### src/rtl/stage_if.sv
// Instruction fetch stage: assembles a 32-bit little-endian word from four byte reads.
// Optional direct-mapped instruction cache enabled by defining ICACHE_EN.
module stage_if #(
  parameter int ICACHE_LINES = 64
) (
  input  logic        clock,
  input  logic        reset,
  input  logic [31:0] pc_i,
  input  logic        br,
  input  logic [5:0]  stall,
  output logic        stall_req,
  output logic        mem_req,
  output logic [31:0] mem_addr,
  input  logic        mem_ack,
  input  logic [7:0]  mem_data,
  output logic [31:0] if_pc,
  output logic [31:0] if_inst,
  output logic        if_valid
);

  typedef enum logic [1:0] {
    IDLE  = 2'd0,
    FETCH = 2'd1,
    DONE  = 2'd2
  } state_t;

  state_t      state_r;
  state_t      state_nxt_s;
  logic [1:0]  cnt_r;
  logic [31:0] fetch_pc_r;
  logic [31:0] buf_r;
  logic        last_ack_s;
  logic [31:0] word_s;
  logic        hit_s;
  logic [31:0] hit_data_s;
  logic        unused_s;

  if ((ICACHE_LINES < 2) || ((ICACHE_LINES & (ICACHE_LINES - 1)) != 0)) begin : g_bad_lines
    $error("stage_if: ICACHE_LINES must be a power of two of at least 2");
  end

  assign last_ack_s = (state_r == FETCH) && mem_ack && (cnt_r == 2'd3);
  assign word_s     = {mem_data, buf_r[23:0]};
  assign unused_s   = ^{stall[5:2], stall[0]};

`ifdef ICACHE_EN
  localparam int IDX_W = $clog2(ICACHE_LINES);
  localparam int TAG_W = 30 - IDX_W;

  logic [31:0]             line_data_r [ICACHE_LINES];
  logic [TAG_W-1:0]        line_tag_r  [ICACHE_LINES];
  logic [ICACHE_LINES-1:0] line_valid_r;
  logic [IDX_W-1:0]        lookup_idx_s;
  logic [IDX_W-1:0]        fill_idx_s;
  logic                    fill_s;
  logic                    cache_unused_s;

  assign lookup_idx_s   = pc_i[2 +: IDX_W];
  assign fill_idx_s     = fetch_pc_r[2 +: IDX_W];
  // A fetch aborted by br on its final ack must not fill the line.
  assign fill_s         = last_ack_s && !br;
  assign hit_s          = line_valid_r[lookup_idx_s] &&
                          (line_tag_r[lookup_idx_s] == pc_i[31 -: TAG_W]);
  assign hit_data_s     = line_data_r[lookup_idx_s];
  assign cache_unused_s = ^{pc_i[1:0], fetch_pc_r[1:0]};

  // Line valid bits, cleared by reset.
  always_ff @(posedge clock) begin
    if (reset) begin
      line_valid_r <= {ICACHE_LINES{1'b0}};
    end else if (fill_s) begin
      line_valid_r[fill_idx_s] <= 1'b1;
    end
  end

  // Line data and tag storage.
  always_ff @(posedge clock) begin
    if (fill_s) begin
      line_data_r[fill_idx_s] <= word_s;
      line_tag_r[fill_idx_s]  <= fetch_pc_r[31 -: TAG_W];
    end
  end
`else
  assign hit_s      = 1'b0;
  assign hit_data_s = 32'd0;
`endif

  // State register.
  always_ff @(posedge clock) begin
    if (reset) begin
      state_r <= IDLE;
    end else begin
      state_r <= state_nxt_s;
    end
  end

  // Next-state logic; a branch redirect overrides every other condition.
  always_comb begin
    state_nxt_s = state_r;
    if (br) begin
      state_nxt_s = IDLE;
    end else begin
      case (state_r)
        IDLE:    state_nxt_s = hit_s ? DONE : FETCH;
        FETCH:   state_nxt_s = last_ack_s ? DONE : FETCH;
        DONE:    state_nxt_s = stall[1] ? DONE : IDLE;
        default: state_nxt_s = IDLE;
      endcase
    end
  end

  // Byte counter, word assembly and delivered instruction registers.
  always_ff @(posedge clock) begin
    if (reset) begin
      cnt_r      <= 2'd0;
      fetch_pc_r <= 32'd0;
      buf_r      <= 32'd0;
      if_pc      <= 32'd0;
      if_inst    <= 32'd0;
    end else if (br) begin
      cnt_r <= 2'd0;
      buf_r <= 32'd0;
    end else begin
      case (state_r)
        IDLE: begin
          fetch_pc_r <= pc_i;
          cnt_r      <= 2'd0;
          if (hit_s) begin
            if_inst <= hit_data_s;
            if_pc   <= pc_i;
          end
        end
        FETCH: begin
          if (mem_ack) begin
            buf_r[{cnt_r, 3'b000} +: 8] <= mem_data;
            cnt_r                       <= cnt_r + 2'd1;
            if (cnt_r == 2'd3) begin
              if_inst <= word_s;
              if_pc   <= fetch_pc_r;
            end
          end
        end
        default: begin
        end
      endcase
    end
  end

  // Outputs decoded from the current state.
  always_comb begin
    mem_req   = 1'b0;
    mem_addr  = 32'd0;
    if_valid  = 1'b0;
    stall_req = 1'b1;
    case (state_r)
      FETCH: begin
        mem_req  = 1'b1;
        mem_addr = fetch_pc_r + {30'd0, cnt_r};
      end
      DONE: begin
        if_valid  = 1'b1;
        stall_req = 1'b0;
      end
      default: begin
      end
    endcase
  end

endmodule

### config.mk
export PLATFORM = sky130hd
export DESIGN_NAME = stage_if
export DESIGN_NICKNAME = d
export VERILOG_FILES = /design/src/rtl/stage_if.sv
export SDC_FILE = /design/constraint.sdc
export NUM_CORES = 1
export LEC_CHECK = 0
export CAP_MARGIN = 20
export CORE_ASPECT_RATIO = 1.1
export CORE_MARGIN = 10
export CORE_UTILIZATION = 43
export CTS_BUF_LIST = sky130_fd_sc_hd__clkbuf_8 sky130_fd_sc_hd__clkbuf_16
export CTS_CLUSTER_DIAMETER = 60
export DETAILED_ROUTE_END_ITERATION = 10
export PLACE_DENSITY = 0.78
export SLEW_MARGIN = 5
export SYNTH_ARGS = -nofsm -noshare
export SYNTH_HDL_FRONTEND = slang
export SYNTH_SLANG_ARGS = --single-unit
### constraint.sdc
create_clock -name clock -period 2.8 [get_ports clock]
set_clock_uncertainty 0.15 [all_clocks]
set_input_delay 0.56 -clock clock [delete_from_list [all_inputs] [get_ports clock]]
set_output_delay 0.56 -clock clock [all_outputs]
set_load 0.005 [all_outputs]
### Word-level counts from Yosys, hierarchy flattened

Index checks and enable logic that the tools add are counted.

* register bits after elaboration: 132
* input bits: 50
* output and inout bits: 99

* add/sub/neg operators: 3
* equal/unequal tests: 4
* shift-type cells: 2
* muxes and demuxes: 10
* bitwise logic cells: 1
* reductions and logical operators: 9

Operators by type and width (count)
* $add A32 B2 Y32: 1
* $bwmux W32: 1
* $mux W32: 1
* $shift A8 B7 Y32 const A: 1
* $shiftx A8 B7 Y32: 1
* $neg A5 Y7: 1
* $mux W2: 3
* $pmux W2 S3: 1
* $reduce_and A2 Y1: 3
* $eq A2 B2 Y1 const B: 2
* $pmux W2 S2: 1
* $reduce_and A4 Y1: 1
* $mux W1: 3
* $add A2 B1 Y2 const B: 1
* $eq A2 B1 Y1 const B: 1
* $logic_and A1 B1 Y1: 2
* $logic_not A2 Y1: 1
* $ne A2 B2 Y1 const B: 1
* $reduce_bool A2 Y1: 1
* $reduce_or A2 Y1: 1
* $not A1 Y1: 1

### Longest topological paths before layout

* depth after elaboration: 5
* mapped depth: 8
* depth with buffers taken out: 6

### Least setup slack after synthesis

OpenSTA, ideal clock, no wires.

* kind: reg2out
* from: register cnt_r[0]
* to: output mem_addr[22]
* data arrival time: 2115 ps
* data required time: 2090 ps
* slack: -25 ps
* cell stages (with the launch flop): 9
* path through: dfxtp_1 > ha_1 > fa_1 > and4_1 > clkbuf_1 > nand3_1 > buf_2 > or4_1 > a21oi_1

* longest elaborated chain between the ends: 2

RTL lines
* from (decl): RTL line 29 `logic [1:0] cnt_r;`
* from (signal assigned): RTL line 136 `cnt_r <= cnt_r + 2'd1;`
* $add A32 B2 Y32: RTL line 158 `mem_addr = fetch_pc_r + {30'd0, cnt_r};`
* $mux W32: RTL line 155 `case (state_r)`
* to (decl): RTL line 13 `output logic [31:0] mem_addr,`

No other way between the ends.

### Worst setup path in the final report

* from: register fetch_pc_r[1]
* to: output mem_addr[11]

* longest elaborated chain between the ends: 2

RTL lines
* from (decl): RTL line 30 `logic [31:0] fetch_pc_r;`
* from (signal assigned): RTL line 126 `fetch_pc_r <= pc_i;`
* $add A32 B2 Y32: RTL line 158
* $mux W32: RTL line 155

No other way between the ends.

==> qor.yml <==
synth_area_per_cell_um2: 7.52
rsz0062_at_grt: "true"
postSynth.asyncResetShare_pct: 0
dpl_cell_area_um2: 7230
p_per_area_nw_per_um2: 528
holdWs_ns: 0.299
ys_types: 38
ys_seq_area_share_pct: 46.5
crit_arrival_ns: 2.49
cts_hold_buffers: 0
yosys.area.top_type: "dfxtp_1"
fin_nets: 948
violations: "setup timing"
die_y_um: 137
cts.sinks: 124
worstMarginPinSlew_ns: 0.539
setup_viol: 24
max_cap_viol_count: 0
slew_headroom_pct: 64.1
dr.pass1.iters: 5
fin_cells: 1057
hpwl_mm: 11.8
cp-start-kind: "flop"
synth-warning-count: 0
vias_per_cell: 5.31
drc_errors: 0
drtIter0Drc: 392
cts_tree: "done"
ant_nets: 0
power_mw: 4.23
status: "complete, but fails checks"
worstSetupEndpointType: "primary output"
syn_nets: 768
htreeDepth: 4
synthMostInstantiatedCell: "nand2_1"
io_pins: 149
grt_max_degree: 41
grt_overflow: 0
start_util_pct: 44.2
fillers: 1021
drive_gt1_share_pct: 18.1
fp-row-count: 42
critPathKind: "flop to primary output"
netlist.area_leader.share_pct: 46.5
slowest_delay_ns: 0.53
ys_ff_latch: 124
path_buf_inv: 3
die_area_um2: 17300
cpLargestDelayFamily: "simple AND/OR/NAND/NOR gates"
critPathMaxFanout: 7
diodes: 0
wire_per_inst_um: 16.3
clockBufferDepth: 2
clk_pin_slew_ns: 0.05
syn_to_final_growth_pct: 50.0
ys_top_cells_by_area: "dfxtp_1 (46%), nand2_1 (16%), a21oi_1 (13%), nand3_1 (3.5%), clkbuf_1 (2.8%)"
min_path_type: "flop to flop"
cp.required_ns: 2.09
design_area_um2: 8010
grt_pass1_vias: 5280
wl_mm: 17.3
synth_area_um2: 5340
die-width_um: 126
min_from: "if_inst[9]$_SDFFE_PP0P_"
globalRouteTotalUtil_pct: 19.3
syn_inst: 710
period_needed_ns: 3.20
place_inst: 1016
cp.depth: 8
fin_ws_ns: -0.401
fmax_mhz: 312
num_vias: 5611
coreArea_um2: 12100
cts_root_buf: "clkbuf_16"
power_leakage_nw: 2.95
vdd_ir_drop_max_mv: 0.396
finalHoldViolations: 0
fin_crit_sh_pct: 114
hold_path_depth: 2
cpMaxStageDelayCell: "or4_4"
reg2regPathDepth: 8
r2r_start: "cnt_r[1]$_SDFFE_PP0P_"
grt_pass1_wl_mm: 27.0
place_congestion: 0.820
synth_ff_type: "dfxtp_1"
clock_latency_ns: 0.42
cp-startpoint: "fetch_pc_r[1]$_SDFFE_PP0P_"
synth_common_cells: "nand2_1 (233), a21oi_1 (135), dfxtp_1 (124)"
port_buffers: 143
cts_buffers: 17
slew_violations: 0
crit_path_cell_trace: "ha_4, a21oi_2, or4_4, buf_4, buf_4, or3_4, a21oi_2, buf_2"
place_worst_setup_slack_ns: -0.367
synth-edff-count: 0
antenna_found_initial: 0
## cells by family (layout without fill, tap and decap cells)
family | after synthesis | in the layout | synth area share [%]
adders and majority gates | 8 | 8 | 2.01
buffers and inverters | 63 | 256 | 4.75
DFF | 124 | 124 | 46.5
AOI/OAI and AO/OA | 154 | 154 | 15.1
and+or+nand+nor | 345 | 345 | 28.9
muxes | 6 | 6 | 1.12
xor gates and xnor gates | 10 | 10 | 1.64
## layer usage
layer  part of all wire (%)  vias up  global-route usage [%]
met5                      0        -                       0
met4                    2.5        0                    9.05
met3                    8.3       30                    5.80
met2                     49      211                    31.9
met1                     41     2617                    22.6
li1                       -     2753                       -
## report_power, final
| part | internal (mW) | switching, mW |
|---|---|---|
| Sequential | 1.79 | 0.0197 |
| Combinational | 0.138 | 0.161 |
| Clock | 1.35 | 0.761 |
## flip-flops by register name (all words and copies together), names as in the netlist
register	count
cnt_r	2
state_r	2
if_pc	32
fetch_pc_r	32
if_inst	32
buf_r	24
## per-stage QoR
stage               setup TNS, ns  utilization, %
floorplan                       0               -
global placement            -4.69            59.9
detailed placement          -5.26            59.9
CTS                         -7.72            66.0
global route                -7.61            66.3
finish                      -5.54            66.3
## timing repair
action / 4_1_cts / 5_1_grt
resized for setup: 118 / 31
gates cloned: 1 / 0
setup endpoints to repair: 31 / 27
pin swaps: 20 / 11
buffers inserted: 5 / 4
## layout by cell type, fill, tap and decap left out, types with 3 or more instances in the layout
| cell type | n |
|---|---|
| nor2_1 | 12 |
| clkbuf_2 | 5 |
| clkdlybuf4s50_1 | 112 |
| nand2_1 | 233 |
| or3_1 | 3 |
| and2_1 | 4 |
| mux2i_1 | 6 |
| buf_6 | 6 |
| clkinv_2 | 4 |
| o31ai_1 | 8 |
| nand3_1 | 36 |
| a21oi_1 | 125 |
| o21ai_0 | 5 |
| dlygate4sd2_1 | 6 |
| buf_4 | 64 |
| xnor2_1 | 5 |
| nor3b_1 | 3 |
| dfxtp_2 | 5 |
| xor2_1 | 5 |
| inv_1 | 13 |
| and3_1 | 5 |
| and4_1 | 4 |
| dfxtp_1 | 119 |
| nand4_1 | 7 |
| a21oi_2 | 10 |
| nor3_2 | 3 |
| nand2b_1 | 8 |
| or4_4 | 5 |
| clkbuf_16 | 17 |
| buf_2 | 17 |
| nor4_4 | 6 |
| clkbuf_8 | 3 |
| or4_1 | 4 |
| ha_1 | 5 |
## area by class of cell
type / instances / area, um^2 / area share, %
flip-flops and latches: 124 / 2490 / 31.1
inverters: 9 / 33.8 / 0.422
well taps: 154 / 193 / 2.41
clock inverters: 12 / 106 / 1.33
clock buffers: 20 / 467 / 5.83
repair buffers: 215 / 1910 / 23.8
multi-input cells: 523 / 2810 / 35.1
## path summary, 6_finish.rpt
check / endpoint / slack [ns]
hold / removal: if_inst[9]$_SDFFE_PP0P_ / 0.30
hold reg to reg: if_inst[9]$_SDFFE_PP0P_ / 0.30
setup reg to reg: buf_r[14]$_SDFFE_PP0P_ / 0.88
setup / recovery: mem_addr[11] / -0.40
## worst register-to-register path: stages, from the launching register on
cell and delay [ns]:
dfxtp_2 0.36, buf_6 0.11, buf_4 0.12, inv_1 0.07
ha_1 0.33, nor3b_1 0.23, buf_4 0.19, nand3_1 0.09
a21oi_1 0.18
Note: power is estimated with default switching activity, not from simulation.
